==> src/rtl/sau_odd_pipe.sv <==
// rtl/sau_odd_pipe.sv - two-stage shift-add multiplier for the DCT-II odd-part coefficients
// Mode 0 yields {83,36}X, mode 1 yields {89,75,50,18}X; valid/ready flow control, no skid buffer.
module sau_odd_pipe #(
  parameter int IN_W  = 20,
  parameter int OUT_W = IN_W + 7
) (
  input  logic                    clk,
  input  logic                    rst,
  input  logic                    in_valid,
  output logic                    in_ready,
  input  logic                    in_mode,
  input  logic signed [IN_W-1:0]  in_x,
  output logic                    out_valid,
  input  logic                    out_ready,
  output logic                    out_mode,
  output logic signed [OUT_W-1:0] y0,
  output logic signed [OUT_W-1:0] y1,
  output logic signed [OUT_W-1:0] y2,
  output logic signed [OUT_W-1:0] y3
);

  logic                    s1_v, s2_v, s2_adv;
  logic                    s1_mode;
  logic signed [OUT_W-1:0] s1_x, s1_p64_16, s1_p2_1, s1_p8_1, s1_p32_16, s1_p16_2;

  logic signed [OUT_W-1:0] xe;
  logic signed [OUT_W-1:0] p64_16_d, p2_1_d, p8_1_d, p32_16_d, p16_2_d;
  logic signed [OUT_W-1:0] y0_d, y1_d, y2_d, y3_d;

  assign s2_adv    = ~s2_v | out_ready;
  assign in_ready  = ~s1_v | s2_adv;
  assign out_valid = s2_v;

  // Widen before shifting so 64X cannot lose its sign bit.
  assign xe = {{(OUT_W-IN_W){in_x[IN_W-1]}}, in_x};

  assign p64_16_d = (xe <<< 6) + (xe <<< 4);
  assign p2_1_d   = (xe <<< 1) + xe;
  assign p8_1_d   = (xe <<< 3) + xe;
  assign p32_16_d = (xe <<< 5) + (xe <<< 4);
  assign p16_2_d  = (xe <<< 4) + (xe <<< 1);

  // 83=(64+16)+(2+1)  89=(64+16)+(8+1)  75=64+8+(2+1)  36=32+4  50=(32+16)+2  18=(16+2)
  assign y0_d = s1_mode ? (s1_p64_16 + s1_p8_1) : (s1_p64_16 + s1_p2_1);
  assign y1_d = s1_mode ? ((s1_x <<< 6) + (s1_x <<< 3) + s1_p2_1)
                        : ((s1_x <<< 5) + (s1_x <<< 2));
  assign y2_d = s1_mode ? (s1_p32_16 + (s1_x <<< 1)) : '0;
  assign y3_d = s1_mode ? s1_p16_2 : '0;

  always_ff @(posedge clk) begin
    if (rst) begin
      s1_v      <= 1'b0;
      s1_mode   <= 1'b0;
      s1_x      <= '0;
      s1_p64_16 <= '0;
      s1_p2_1   <= '0;
      s1_p8_1   <= '0;
      s1_p32_16 <= '0;
      s1_p16_2  <= '0;
      s2_v      <= 1'b0;
      out_mode  <= 1'b0;
      y0        <= '0;
      y1        <= '0;
      y2        <= '0;
      y3        <= '0;
    end else begin
      if (s2_adv) begin
        s2_v     <= s1_v;
        out_mode <= s1_mode;
        y0       <= y0_d;
        y1       <= y1_d;
        y2       <= y2_d;
        y3       <= y3_d;
      end
      if (in_ready) begin
        s1_v      <= in_valid;
        s1_mode   <= in_mode;
        s1_x      <= xe;
        s1_p64_16 <= p64_16_d;
        s1_p2_1   <= p2_1_d;
        s1_p8_1   <= p8_1_d;
        s1_p32_16 <= p32_16_d;
        s1_p16_2  <= p16_2_d;
      end
    end
  end

endmodule
==> config.mk <==
export PLATFORM = sky130hd
export DESIGN_NAME = sau_odd_pipe
export DESIGN_NICKNAME = d
export VERILOG_FILES = /design/src/rtl/sau_odd_pipe.sv
export SDC_FILE = /design/constraint.sdc
export NUM_CORES = 1
export LEC_CHECK = 0
export ABC_AREA = 1
export CAP_MARGIN = 10
export CORE_MARGIN = 1.5
export CORE_UTILIZATION = 55
export CTS_BUF_LIST = sky130_fd_sc_hd__clkbuf_4 sky130_fd_sc_hd__clkbuf_8
export DETAILED_ROUTE_END_ITERATION = 7
export HOLD_SLACK_MARGIN = 0.05
export PLACE_DENSITY = 0.77
export SLEW_MARGIN = 20
export SYNTH_ARGS = -nofsm -noshare
export SYNTH_HDL_FRONTEND = slang
export SYNTH_SLANG_ARGS = --single-unit
==> constraint.sdc <==
create_clock -name clk -period 4 [get_ports clk]
set_clock_uncertainty 0.15 [all_clocks]
set_input_delay 0.6 -clock clk [delete_from_list [all_inputs] [get_ports clk]]
set_output_delay 0.6 -clock clk [all_outputs]
set_load 0.05 [all_outputs]
After elaboration in Yosys (flattened, before gate mapping):

Index checks and enable logic that the tools add are counted.

* equal/unequal tests: 0
* div/mod/pow operators: 0
* shifts and indexed selects: 0
* muxes and demuxes: 4
* order comparisons: 0
* $mul: 0
* bitwise logic cells: 4
* reductions and logical operators: 0
* add/sub/neg operators: 11

Operators by type and width (number)
* $add A27 B27 Y27: 4
* $mux W27: 4
* $add A26 B23 Y27: 1
* $add A26 B24 Y27: 1
* $add A25 B22 Y26: 1
* $add A25 B24 Y26: 1
* $add A24 B21 Y25: 1
* $add A23 B20 Y24: 1
* $add A21 B20 Y22: 1
* $not A1 Y1: 2
* $or A1 B1 Y1: 2

* memories kept: 0
* word-level logic and storage cells: 33
* latch bits: 0
* output and inout port bits: 111
* RAM bits: 0
* memory bits (read-only): 0
* flip-flop bits (word level): 267

Longest topological paths before layout:

Gate-level depths: netlist (run 1).

* word-level depth: 3
* gate-level depth with buffers: 17

Worst setup path after synthesis (run 1):

Ideal clock, no wire load.

* path type: register to register
* start: register s1_x[1]
* end: register y1[16]
* arrival: 2.160 ns
* path buffers: 0
* cell stages (with the launch flop): 14
* setup slack: 1.581 ns
* clock period less this slack: 2.419 ns
* path through: dfxtp_1 -> ha_1 -> ha_1 -> fa_1 -> nand3_1 -> nand3_2 -> nand2_1 -> nand3_1 -> nand2_1 -> nand3b_1 -> nand3_1 -> nand3_1 -> nand2_1 -> inv_1

* longest elaborated chain between the ends: 3
* elaborated cells on any way between the ends: 4
* those cells by class: add/sub (3); mux (1)

RTL lines
* start: declaration: line 24 `logic signed [OUT_W-1:0] s1_x, s1_p64_16, s1_p2_1, s1_p8_1, s1_p32_16, s1_p16_2;`
* start signal: assignment: line 54 `s1_x <= '0;`
* start signal: assignment: line 78 `s1_x <= xe;`
* $add A26 B23 Y27: line 45 `assign y1_d = s1_mode ? ((s1_x <<< 6) + (s1_x <<< 3) + s1_p2_1)`
* $add A27 B27 Y27: line 45
* $mux W27 *: line 45
* end signal: assignment: line 71 `y1 <= y1_d;`
* end: declaration: line 17 `output logic signed [OUT_W-1:0] y1,`

Every way passes the cells marked *; elsewhere a longest branch is shown, timed or not.
A chain may end at the register's enable or synchronous reset.

Final worst setup path (run 1):

* start: register s1_p2_1[25]
* end: register y1[26]

* longest elaborated chain between the ends: 2

RTL lines
* start: declaration: line 24
* start signal: assignment: line 80 `s1_p2_1 <= p2_1_d;`
* $add A27 B27 Y27: line 45
* $mux W27: line 45

Every way passes these cells.

==> metrics, run 1 <==
result of the run=completed; average vias per placed instance=5.79; number of ports placed on the die boundary=136; Cell variety after synth=51; instance count along the most critical hold path=2; worst slew pin tran=804 ps; smallest setup slack after layout=864 ps; fillers=2612; number of stages on the worst setup path=10; crit path max-delay cell type=dfxtp_1; wire length per cell=18.6 um; final WL=53100 um; postcts setup bufs=0; fraction of layout cells with a size suffix above 1=5.04%; Hold WS=322 ps; Final Setup Violations=0; Worst Setup Path Type=flip-flop to flip-flop; Min-Delay Path Class=flip-flop to flip-flop; Final Critical Period=3140 ps; final hold viol count=0; data arrival time of the worst path=3390 ps; clock transition at the registers of the reported paths=110 ps; count of synthesis-stage warnings from yosys=0; cell at the root of the clock tree=clkbuf_8; clock tree from TritonCTS=done; deepest level of the CTS H-tree=4; Post-CTS Hold Fix Bufs=0; Die X=170 um; setup slack after placement=772 ps; Power, Total=6.19 mW; Worst setup EP type=flip-flop; clock sink total=183; Antenna Cells=0; number of enable flip-flop cells after synthesis=0; maximum achievable frequency=0.319 GHz; via count of the first global-routing pass=15500; post-route ant nets=0; most numerous cell types in the synthesized netlist=nand2_1 (548), inv_1 (288), a21oi_1 (262); largest stage delay on the critical path=840 ps; setup repair after global routing missed its margin=false; ys async rst share=0%; worst-case headroom to the max-slew limit=46.3%; ys flop type=dfxtp_1; number of register bits inferred by synthesis=183; Maximum Capacitance Violations=0; Synth Instances=2371; count of pins over their slew limit=0; Peak VDD IR=0.000240 V; starting utilization of the core area=56.3%; Setup crit start kind=flip-flop; area growth from synthesis to layout=13.1%; full die area=28800 um^2; most repeated library cell on the critical path=nand2_1; power density relative to cell area=358 nW/um^2; setup_tns=0 ps; Initial DRT Pass Iterations=6; HPWL after detailed placement=42100 um; cell chain of the critical path=fa_1, ha_1, nand2_1, nor2_1, inv_1, nor4_1, nand2_1, nand2_1, nand2_1, a21oi_1; mean instance size in the synthesized netlist=6.44 um^2; ratio of final minimum period to clock period=78.4%; post-route insts no fill=2853; required time of the critical path=4260 ps; GR Util All Layers=37.0%; gate family responsible for the most delay along the worst path=adder cells; number of standard-cell rows in the floorplan=60; number of cells on the worst reg-to-reg path=10; via count of the routed design=16500; clk_lat worst skew=490 ps; initial DRC count=1552; remaining global-route overflow=0; Bufs and invs on worst path=1; area of the multi-input gates=10100 um^2; cell area after synthesis=15300 um^2; share of synthesized area occupied by flip-flops and latches=24.0%; core region area=27100 um^2; maximum root-to-sink buffer count=2; total CTS buffers=17; area taken by flip-flops and latches=3660 um^2; biggest fanout along the worst timing path=13; wire length of the first global-routing pass=82800 um; routability congestion estimate=1.06; number of antenna violations at the first check in global routing=0; Remaining DRCs=0; most area-hungry cell type in the Yosys netlist=dfxtp_1; number of gates given a new drive strength after cts=0; largest net degree at the start of global routing=61; Cells after DPL=2821; leading cell types by total area after synthesis=dfxtp_1 (24%), nand2_1 (13%), ha_1 (12%); most used standard cell by instance count after synthesis=nand2_1; static leakage power=8.74 nW; overall die height=170 um; area share of the largest cell type after synthesis=24.0%; Nets=2659; Port Buffer Count=133
==> power breakdown <==
| group | total [mW] | internal [mW] | switching [mW] |
|---|---|---|---|
| logic | 2.67 | 0.876 | 1.79 |
| registers | 2.19 | 2.01 | 0.188 |
| clock network | 1.33 | 0.548 | 0.779 |
| total | 6.19 | 3.43 | 2.76 |
==> tightest hold or removal path, cell delays in order, from the launching register on <==
cell,delay (ps)
dfxtp_1,330
nand2_1,60
a21oi_1,50
==> metrics by stage <==
stage	util (%)	instance area, um^2
3_3_place_gp	62.2	16900
6_report	63.7	17300
5_1_grt	63.7	17300
4_1_cts	63.7	17300
3_5_place_dp	62.2	16900
2_1_floorplan	-	15300
==> logic make-up (layout without fill, tap and decap cells) <==
logic type / Yosys count / after routing / share of synthesized area [%]
adders and majority gates: 166 / 166 / 14.7
xor gates and xnor gates: 36 / 36 / 2.07
AOI/OAI and AO/OA: 557 / 557 / 19.8
DFF: 183 / 183 / 24.0
buffers and inverters: 373 / 482 / 9.71
and+or+nand+nor: 1055 / 1055 / 29.7
other: 1 / 2 / 0.0246
==> registers in the layout, indices dropped and copies added (netlist names) <==
name	count
s1_x	19
y1	27
s1_p8_1	20
s1_p2_1	21
out_valid	1
y0	27
s1_v	1
y2	24
s1_p64_16	20
s1_mode	1
out_mode	1
y3	21
==> routing by layer <==
layer  track usage [%]  wire length (um)  vias to the layer above  share of wire [%]
met5                 0                 0                        -                  0
met4              22.7              3490                        0                6.6
met3              5.46              3590                      202                6.8
met2              63.5             25000                      729                 47
met1              43.6             21000                     7542                 40
li1                  -                 -                     8033                  -
==> path summary, 6_finish.rpt <==
check / end / startpoint / slack [ps]
hold / removal: y2[23] / y2[23] / 320
setup reg to reg: y1[26] / s1_p2_1[25] / 860
hold reg to reg: y2[23] / y2[23] / 320
setup / recovery: y1[26] / s1_p2_1[25] / 860
==> cell usage in the layout (no fill, tap or decap), types with 3 or more instances in the layout <==
master | Yosys | final
nand2_2 | 16 | 16
nor2_1 | 214 | 214
nor4_1 | 7 | 7
nand4_1 | 19 | 19
nand3b_1 | 14 | 14
nand2_1 | 548 | 548
a21o_1 | 13 | 13
o21bai_1 | 26 | 26
nor3_2 | 3 | 3
inv_8 | 0 | 3
a21oi_2 | 7 | 7
clkinv_4 | 0 | 3
fa_1 | 23 | 23
o221ai_1 | 3 | 3
inv_6 | 0 | 5
dfxtp_1 | 183 | 182
clkbuf_8 | 0 | 18
a21oi_1 | 262 | 262
xor2_1 | 21 | 21
nand3_2 | 11 | 11
nor3_1 | 22 | 22
o21ai_0 | 194 | 194
inv_2 | 8 | 7
o21a_1 | 3 | 3
inv_1 | 288 | 288
nand3_1 | 173 | 173
o21ai_1 | 13 | 13
or2_2 | 9 | 9
or2_0 | 5 | 5
buf_4 | 13 | 21
o211ai_1 | 15 | 15
xnor2_1 | 15 | 15
nor2_2 | 9 | 8
a31oi_1 | 8 | 8
ha_1 | 143 | 143
clkdlybuf4s50_1 | 0 | 131
==> cell type report <==
cell class	instances	area share, %
Inverter	296	6.44
Clock inverter	13	0.869
Multi-Input combinational cell	1816	58.6
Sequential cell	183	21.2
Tap cell	372	2.69
Timing Repair Buffer	154	8.65
Clock buffer	19	1.48
Note: power is estimated with default switching activity, not from simulation.
==> run 2: changes to the inputs <==
- clock period: 4 -> 2.9 ns (I/O delays scaled with it)
==> metrics, run 2 (same netlist as run 1, synthesis figures left out) <==
Min-Delay Path Class=input port to flip-flop; detailed-routed wire length on met2=25600 um (+2.3%); final hold viol count=0 (unchanged); cell at the root of the clock tree=clkbuf_8; setup repair after global routing missed its margin=true; Port Buffer Count=133 (unchanged); maximum achievable frequency=0.355 GHz (+11%); starting utilization of the core area=56.3% (unchanged); postcts setup bufs=0 (unchanged); clock sink total=183 (unchanged); wire length per cell=18.4 um (-1.1%); number of ports placed on the die boundary=136 (unchanged); area growth from synthesis to layout=18.9%; GR Util All Layers=38.0% (+0.97 points); result of the run=completed; via count of the first global-routing pass=16100 (+3.9%); worst slew pin tran=714 ps (-90.9 ps); average vias per placed instance=5.71 (-1.3%); largest registers=y0: 27 flops, y1: 27 flops, y2: 24 flops; Peak VDD IR=0.000276 V (+15%); Final Setup Violations=0 (unchanged); Worst Setup Path Type=flip-flop to flip-flop; met3 routed wirelength=3220 um (-10%); uppermost signal routing layer after detailed routing=met4; core region area=27100 um^2 (unchanged); remaining global-route overflow=0 (unchanged); Antenna Cells=0 (unchanged); Die X=170 um (unchanged); HPWL after detailed placement=43400 um (+3.2%); via count of the routed design=16900 (+2.3%); Remaining DRCs=0 (unchanged); post-route ant nets=0 (unchanged); static leakage power=9.28 nW (+6.2%); required time of the critical path=3140 ps (-1120 ps); count of pins over their slew limit=0 (unchanged); total CTS buffers=17 (unchanged); biggest fanout along the worst timing path=4 (-9); wire length of the first global-routing pass=84900 um (+2.5%); Maximum Capacitance Violations=0 (unchanged); Power, Total=8.86 mW (+43%); Final Critical Period=2820 ps (-320 ps); power density relative to cell area=488 nW/um^2 (+36%); final cell utilization of the core=67.0% (+3.3 points); number of standard-cell rows in the floorplan=60 (unchanged); clock tree from TritonCTS=done; final WL=54400 um (+2.5%); Worst setup EP type=flip-flop; clk_lat worst skew=510 ps (+20 ps); worst-case headroom to the max-slew limit=52.4% (+6.1 points); leading cell types in the layout, fill and taps excluded=nand2_1 (547), inv_1 (288), a21oi_1 (259); fillers=2497 (-4.4%); clock transition at the registers of the reported paths=110 ps (about the same); Setup crit start kind=flip-flop; maximum root-to-sink buffer count=2 (unchanged); initial DRC count=1497 (-3.5%); fraction of layout cells with a size suffix above 1=9.56% (+4.5 points); ratio of final minimum period to clock period=97.1% (+19 points); Initial DRT Pass Iterations=6 (unchanged); number of antenna violations at the first check in global routing=0 (unchanged); routed metal-1 wire length=21900 um (+4.1%); routability congestion estimate=0.994 (-6.1%); full die area=28800 um^2 (unchanged); data arrival time of the worst path=3060 ps (-330 ps); Nets=2763 (+3.9%); deepest level of the CTS H-tree=4 (unchanged); overall die height=170 um (unchanged); most common cell after layout, fill and taps aside=nand2_1; largest net degree at the start of global routing=120 (+97%)
-- run 2: changes by cell type in the layout (fill, tap and decap cells not counted), moves of 3 or more --
cell | previous run | this run
a21oi_2 | 7 | 10
dfxtp_1 | 182 | 171
inv_6 | 5 | 1
clkinv_8 | 1 | 4
buf_12 | 1 | 4
buf_4 | 21 | 122
a21oi_1 | 262 | 259
dfxtp_2 | 1 | 10
-- run 2: where the power goes --
group / switching (mW) / total, mW / internal [mW]
sequential: 0.224 / 2.99 / 2.77
clock: 1.16 / 1.90 / 0.743
combinational: 2.55 / 3.96 / 1.41
total: 3.94 / 8.86 / 4.92
-- run 2: path summary, 6_finish.rpt --
path	start	to	slack, ps	depth (start not counted)
min reg2reg	y2[24]	y2[24]	320	2
min	rst	s1_p64_16[9]	290	4
max	s1_x[3]	y1[17]	80	14
max reg2reg	s1_x[3]	y1[17]	80	14
-- run 2: worst max-delay path, stage by stage, from the launching register on --
cell and delay (ps):
dfxtp_1 330, buf_4 150, fa_1 430, ha_1 370, nand2_1 110, nand2_1 80
a21oi_1 210, buf_4 160, nor2_1 40, nor2_1 130, nand3b_1 100, nand3_1 180
nand3_1 140, nand2_1 100, inv_1 40
-- run 2: metrics by stage --
step	hold slack [ps]	setup WS, ps	setup TNS, ps	instances	cell area [um^2]
detailed placement	307	-2.72	-2.72	2925	17700
floorplan	298	481	0	2372	15300
finish	289	84.9	0	2957	18200
global placement	302	9.20	0	2925	17700
CTS	269	73.7	0	2957	18100
global route	277	-12.3	-23.4	2957	18200
-- run 2: repair_timing --
item	in CTS	in global routing
hold buffers	0	0
endpoints found under the setup margin	0	15
gates resized for setup	0	22
-- run 2: layout make-up --
type | instances | area (um^2) | share of cell area (%)
clock buffer | 18 | 241 | 1.33
clock inverter | 14 | 181 | 0.999
inverter | 296 | 1110 | 6.13
multi-input combinational | 1816 | 10200 | 56.0
sequential | 183 | 3680 | 20.3
tap | 372 | 465 | 2.56
timing repair buffer | 258 | 2310 | 12.7
-- run 2: routing by layer --
metal / vias up / global-route usage, %
li1: 8242 / -
met1: 7775 / 44.2
met2: 687 / 65.1
met3: 186 / 5.62
met4: 0 / 24.8
met5: - / 0
==> RTL change (settings of run 1) <==
Change the parameter `IN_W` from 20 to 24.
--- a/src/rtl/sau_odd_pipe.sv
+++ b/src/rtl/sau_odd_pipe.sv
@@ -1,7 +1,7 @@
 // rtl/sau_odd_pipe.sv - two-stage shift-add multiplier for the DCT-II odd-part coefficients
 // Mode 0 yields {83,36}X, mode 1 yields {89,75,50,18}X; valid/ready flow control, no skid buffer.
 module sau_odd_pipe #(
-  parameter int IN_W  = 20,
+  parameter int IN_W  = 24,
   parameter int OUT_W = IN_W + 7
 ) (
   input  logic                    clk,
Interface: changed (5 resized); port bits go from 136 to 156. No check against the original RTL was run, so the function may have changed too.
==> RTL change against run 1 <==
Via count rose by 36%. Final area rose by 29%. Synthesized cell count rose by 34%. Total power rose by 39%. Clock power rose by 93%. Combinational power rose by 29%. Sequential cell count rose by 32. Setup slack got worse by 0.20 ns. Die area rose by 27%. First-iteration DRC count rose by 45%. Wire length rose by 45%. Synthesized area rose by 27%. Largest cell class unchanged.
==> RTL change: results <==
metrics = {
    "clock_network": {
        "clk_latency_ns": 0.62,
        "h-tree-depth": 2,
        "clockBufferDepth": 3,
        "cts_buffers": 40,
        "cts.clk_slew.worst_paths_ns": 0.06,
    },
    "logic_synthesis": {
        "synth_commonest_cells": "nand2_1, inv_1, nor2_1",
        "syn_inst": 3173,
        "synth.top_cells.by_area": "dfxtp_1, nand2_1, ha_1, inv_1, a21oi_1",
        "ys_seq_area_share_pct": 22.2,
    },
    "global_route": {
        "grt_max_degree": 79,
        "grtUsageMet3_pct": 8.93,
        "grtUsageMet2_pct": 65.8,
        "antenna_found_initial": 2,
        "use_met1_pct": 51.8,
        "grtUsageTotal_pct": 41.5,
    },
    "worst_setup_path": {
        "cpPeakStageDelay_ns": 0.81,
        "r2r_start": "s1_x[5]$_SDFFE_PP0P_",
        "arrival_ns": 3.74,
        "crit_fanout": 8,
    },
    "pwr": {
        "irDropWorstVdd_mv": 0.294,
        "net-switching-power_uw": 3670,
        "p_leak_uw": 0.0116,
        "p_clk_uw": 2570,
        "p_clk_share_pct": 29.8,
    },
    "run_status": {
        "outcome": "complete, no violations",
    },
    "drt": {
        "via_count": 22441,
        "viasPerCell": 5.92,
        "wl_per_cell_microns": 20.3,
        "dr_wl_met2_microns": 33300,
        "wl_met1_microns": 30300,
        "drt-initial-drc-count": 2245,
    },
    "place": {
        "gp_congestion": 1.02,
        "dpl_cell_area_sq_um": 21400,
    },
    "layout": {
        "final_nets": 3531,
        "seqCellArea_sq_um": 4310,
    },
    "timing": {
        "hold_ws_ns": 0.315,
        "worstMarginPinSlew_ns": 0.959,
    },
}
[RTL change: cell count changes after synthesis, moves of 9 or more]
cell             run 1  this run
a21oi_1            262       290
buf_2               21        33
dfxtp_1            183       215
ha_1               143       169
inv_1              288       453
nand2_1            548       834
nand3_1            173       200
nand4_1             19        50
nor2_1             214       304
nor3_1              22        40
o21ai_0            194       247
o21bai_1            26        35
[RTL change: final cells by class]
type / instances / share of cell area, %
multi-input combinational: 2409 / 58.0
sequential: 215 / 19.3
timing repair buffer: 181 / 8.10
inverter: 459 / 7.74
clock buffer: 60 / 3.50
tap: 455 / 2.55
clock inverter: 11 / 0.773
antenna: 2 / 0.0224
[RTL change: kinds of logic after synthesis]
group,share of synthesized area [%]
AO/OA/AOI/OAI,18.4
XOR/XNOR,1.62
adder cells (fa/ha/maj),13.7
buffers and inverters,11.1
flip-flops,22.2
other,0.0193
AND/OR/NAND/NOR,33.0
